--- src/rtl/refclk_mux_sel_ctrl_pkg.sv ---
// Shared types and constants for the reference clock mux select controller.
// The counter-width helper sizes the one down-counter shared by the settle and holdoff phases.
package refclk_ctrl_pkg;

  typedef enum logic [1:0] {
    IDLE    = 2'd0,
    SETTLE  = 2'd1,
    HOLDOFF = 2'd2
  } ctrlState_t;

  localparam logic SEL_CLOCK_A = 1'b0;
  localparam logic SEL_CLOCK_B = 1'b1;

  // The counter must hold the larger load value; a floor of 2 keeps the width at least 1 bit.
  function automatic int ctrlCntWidth(input int settleCycles, input int holdoffCycles);
    int maxVal;
    maxVal = settleCycles;
    if (holdoffCycles > maxVal) begin
      maxVal = holdoffCycles;
    end else begin
      maxVal = maxVal;
    end
    if (maxVal < 2) begin
      maxVal = 2;
    end else begin
      maxVal = maxVal;
    end
    return $clog2(maxVal);
  endfunction

endpackage

--- src/rtl/refclk_mux_sel_ctrl.sv ---
// Select controller in front of the glitchless reference clock mux: accepts switch requests,
// holds sel stable while the mux hands off, then commits and enforces a holdoff before the next request.
module refclk_mux_sel_ctrl
  import refclk_ctrl_pkg::*;
#(
  parameter int SETTLE_CYCLES  = 16,
  parameter int HOLDOFF_CYCLES = 8,
  parameter int COUNT_W        = 16
) (
  input  logic               clock,
  input  logic               reset,
  input  logic               req_valid,
  output logic               req_ready,
  input  logic               req_sel,
  output logic               sel,
  output logic               cur_sel,
  output logic               busy,
  output logic               done,
  output logic [COUNT_W-1:0] switch_count
);

  localparam int CW              = ctrlCntWidth(SETTLE_CYCLES, HOLDOFF_CYCLES);
  localparam int HOLDOFF_LOAD_I  = (HOLDOFF_CYCLES > 0) ? HOLDOFF_CYCLES - 1 : 0;
  localparam logic [CW-1:0] SETTLE_LOAD  = CW'(SETTLE_CYCLES - 1);
  localparam logic [CW-1:0] HOLDOFF_LOAD = CW'(HOLDOFF_LOAD_I);
  localparam logic [COUNT_W-1:0] COUNT_MAX = {COUNT_W{1'b1}};

  ctrlState_t    stateR;
  logic [CW-1:0] cntR;

  // Ready and busy are pure state decodes, so req_valid never reaches req_ready.
  assign req_ready = (stateR == IDLE);
  assign busy      = (stateR != IDLE);

  // Control FSM: request acceptance, settle countdown, commit and holdoff.
  always_ff @(posedge clock) begin
    if (reset) begin
      stateR       <= IDLE;
      cntR         <= '0;
      sel          <= SEL_CLOCK_A;
      cur_sel      <= SEL_CLOCK_A;
      done         <= 1'b0;
      switch_count <= '0;
    end else begin
      done <= 1'b0;
      case (stateR)
        IDLE: begin
          if (req_valid) begin
            if (req_sel == cur_sel) begin
              done <= 1'b1;
            end else begin
              sel    <= req_sel;
              stateR <= SETTLE;
              cntR   <= SETTLE_LOAD;
            end
          end else begin
            cntR <= cntR;
          end
        end
        SETTLE: begin
          if (cntR == '0) begin
            cur_sel <= sel;
            done    <= 1'b1;
            if (switch_count != COUNT_MAX) begin
              switch_count <= switch_count + COUNT_W'(1);
            end else begin
              switch_count <= switch_count;
            end
            // A zero holdoff lets the next request in straight after the commit.
            if (HOLDOFF_CYCLES == 0) begin
              stateR <= IDLE;
            end else begin
              stateR <= HOLDOFF;
              cntR   <= HOLDOFF_LOAD;
            end
          end else begin
            cntR <= cntR - CW'(1);
          end
        end
        HOLDOFF: begin
          if (cntR == '0) begin
            stateR <= IDLE;
          end else begin
            cntR <= cntR - CW'(1);
          end
        end
        default: begin
          stateR <= IDLE;
          cntR   <= '0;
        end
      endcase
    end
  end

endmodule
--- config.mk ---
export PLATFORM = sky130hd
export DESIGN_NAME = refclk_mux_sel_ctrl
export DESIGN_NICKNAME = d
export VERILOG_FILES = /design/src/rtl/refclk_mux_sel_ctrl_pkg.sv /design/src/rtl/refclk_mux_sel_ctrl.sv
export SDC_FILE = /design/constraint.sdc
export NUM_CORES = 1
export LEC_CHECK = 0
export BUFFER_PORTS_ARGS = -buffer_cell sky130_fd_sc_hd__buf_2
export CORE_UTILIZATION = 45
export DETAILED_ROUTE_END_ITERATION = 8
export PLACE_DENSITY = 0.69
export SETUP_SLACK_MARGIN = 0.1
export SLEW_MARGIN = 25
export SYNTH_ARGS = -nofsm -noshare
export SYNTH_HDL_FRONTEND = slang
export SYNTH_SLANG_ARGS = --single-unit
--- constraint.sdc ---
create_clock -name clock -period 1.75 [get_ports clock]
set_clock_uncertainty 0.15 [all_clocks]
set_input_delay 0.2625 -clock clock [delete_from_list [all_inputs] [get_ports clock]]
set_output_delay 0.2625 -clock clock [all_outputs]
set_load 0.05 [all_outputs]
==> summary.txt <==
Finished Layout Cells = 274
kind of critical path = register to register
pin count of the biggest net entering global routing = 29
Clock Path Buffers = 2
post-DP HPWL = 2.60 mm
clock-pin transition on the worst setup and hold timing paths = 150 ps
Fin. Hold Viols = 0
top cell type's share of synthesized area = 35.1%
area leader, netlist = dfxtp_1
CTS Sinks = 25
CP startpoint = cntR[0]$_SDFFE_PP0P_
endpoint class of the critical path = register
Synth Area in XOR/XNOR = 0.613%
clock power share = 19.5%
Syn Area/Cell = 8.40 µm²
total nets after synthesis = 176
Clock Tree Root = clkbuf_4
P_sw = 0.490 mW
#FFs+latches synth = 25
Critical-path top delay cell = or4_4
CP Data Required Time = 1870 ps
nets@finish = 237
Synth cell types = 40
CTS HTree Levels = 1
Comb power frac = 37.7%
clock latency on the worst-skew pair = 330 ps
Die H = 58.3 µm
share of cells above drive strength 1 = 63.5%
share of the yosys chip area belonging to registers = 35.1%
Setup WS pre-CTS = -132 ps
Final setup violation count = 13
mux contribution to synthesized area = 8.50%
crit path time final = 1860 ps
synth warn = 0
number of global-route vias before repair = 1419
top post-synthesis cells by area = dfxtp_1 (35%), mux2_2 (7.1%), nor2b_1 (4.8%), a21oi_1 (4.2%), a211oi_1 (4.2%)
DR vias = 1508
hold_buf cts = 0
most frequent cell after synthesis = dfxtp_1
GP Congestion = 0.809
Cell Area, Synth = 0.00143 mm²
vias per cell = 5.50
Hold Slack = 101 ps
Mapped Cells = 170
GRT Util Overall = 24.1%
drt first-iter violations = 46
unrepaired setup endpoints after global routing = true
total wire length = 4.20 mm
Finished Core Util = 75.2%
Synth-to-Final Area Change = 59.5%
IO Pins = 25
Max-Cap Viols = 0
worst slew pin tran = 519 ps
f_max = 0.537 GHz
arrival time at the worst endpoint = 1980 ps
Die ar. = 0.00340 mm²
P_int = 0.928 mW
CP peak stage delay = 440 ps
main combinational cell family by area after synthesis = simple AND/OR/NAND/NOR gates
failing checks = setup timing
Tcrit/Tclk final = 106%
ant diodes = 0
# DRC = 0
Net Sw Frac = 34.6%
Max-slew headroom = 65.4%
Synth Area in Adders = 1.75%
Max Slew Vio Count = 0
Final WS setup = -112 ps
Compound-Gate Fraction of Synth Area = 16.2%
DRT antenna net count = 0
VDD IR-drop max = 0.372 mV
Worst Hold Class = primary input to register
status = finished with violations
Async SR Flop Fraction = 0%
prevailing post-synth register cell = dfxtp_1
Avg WL per Cell = 15.3 µm
total CTS buffers = 3
first-pass detailed-route iteration total = 4
number of synthesized flops with an enable pin = 0
first-pass GRT wire length = 6.33 mm
die width = 58.3 µm
antenna violations before repair = 0
Setup crit start kind = register
Flop pwr share = 42.8%
dpl cells = 253
CTS tree = yes
hold path start = req_sel
Initial Utilization = 47.1%
R2R Path Start = cntR[0]$_SDFFE_PP0P_
Row Count = 20
cells along the critical path = inv_2, ha_4, nor3b_4, buf_4, nand3_4, or4_4, a21oi_2
GR Overflow Total = 0
Overall Power = 1.42 mW
critical path peak fanout = 5
# port buffers = 24
core region area = 0.00303 mm²
P_leak = 0.896 nW
Power per Cell Area = 623 mW/mm²
synth cell count leaders = dfxtp_1 (25), nor2_1 (14), a21oi_1 (12)
Post-Synth Simple-Gate Area = 33.5%
## layer usage
metal	share of wire (%)	wire length, µm	GRT usage, %	vias to the layer above
met5	0	0	0	-
met2	49	2040	40.2	29
met4	1.8	74	8.84	0
li1	-	-	-	738
met1	47	1960	31.6	732
met3	2.9	122	3.52	9
## metrics by stage
stage	cell area [µm²]	setup TNS, ps
finish	2280	-954
global route	2280	-2110
detailed placement	1880	-1080
floorplan	1590	-259
CTS	2080	-708
global placement	1880	-580
## layout make-up
type	instances	area, µm²
multi-input combinational	131	1140
fill	212	751
sequential	25	551
timing repair buffer	64	479
tap	44	55.1
clock buffer	4	26.3
inverter	6	26.3
## path summary, 6_finish.rpt
check	to	slack [ps]	cells after the start
worst min-delay path	sel$_SDFFE_PP0P_	100	3
worst max-delay path	switch_count[9]$_SDFFE_PP0P_	-110	7
worst min register to register	cur_sel$_SDFFE_PP0P_	370	2
worst max register to register	switch_count[9]$_SDFFE_PP0P_	-110	7
## repair_timing
action | CTS | global route
setup buffers | 10 | 8
pin swaps | 9 | 11
setup endpoints to repair | 23 | 26
gates resized for setup | 21 | 33
## power by group through the flow
stage | Sequential [mW] | Clock, mW | Combinational, mW
6_report | 0.607 | 0.276 | 0.535
5_1_grt | 0.609 | 0.308 | 0.571
4_1_cts | 0.605 | 0.276 | 0.450
3_5_place_dp | 0.616 | 0 | 0.361
3_3_place_gp | 0.615 | 0 | 0.348
2_1_floorplan | 0.649 | 0 | 0.237
## cell usage in the layout (no fill, tap or decap), types with 3 or more instances in the layout
cell type | Yosys | routed
a21oi_2 | 0 | 4
clkbuf_4 | 0 | 3
dfxtp_1 | 25 | 5
buf_6 | 0 | 7
nor2b_1 | 11 | 9
nand3_1 | 9 | 6
buf_2 | 2 | 22
o21ai_0 | 5 | 3
inv_1 | 6 | 3
nand2_1 | 11 | 10
nor2_1 | 14 | 12
nand4_1 | 4 | 4
nor3_1 | 5 | 4
nand3_2 | 1 | 3
dfxtp_4 | 0 | 10
a31oi_1 | 4 | 3
mux2_4 | 0 | 4
a211oi_2 | 0 | 6
buf_4 | 2 | 32
o31ai_2 | 0 | 3
dfxtp_2 | 0 | 10
a21oi_1 | 12 | 7
and3_1 | 3 | 3
or2_4 | 0 | 3
mux2_2 | 9 | 5
nor4_4 | 0 | 3
## logic make-up (layout without fill, tap and decap cells)
family,after synthesis,after routing
AO/OA/AOI/OAI,37,37
XOR/XNOR,1,1
adder cells (fa/ha/maj),2,2
buffers and inverters,14,74
flip-flops,25,25
multiplexers,11,11
AND/OR/NAND/NOR,80,80
## worst max-delay path, delay by kind of cell, from the launching register on
family / cells / cell delay, ps
adders and majority gates: 1 / 120
AOI/OAI and AO/OA: 1 / 130
buffers and inverters: 2 / 220
DFF: 1 / 350
and+or+nand+nor: 3 / 810
## registers in the layout (all words and copies together), names as in the netlist
name          count
sel               1
stateR            2
switch_count     16
cntR              4
cur_sel           1
done              1
(Power assumes the default switching activity.)
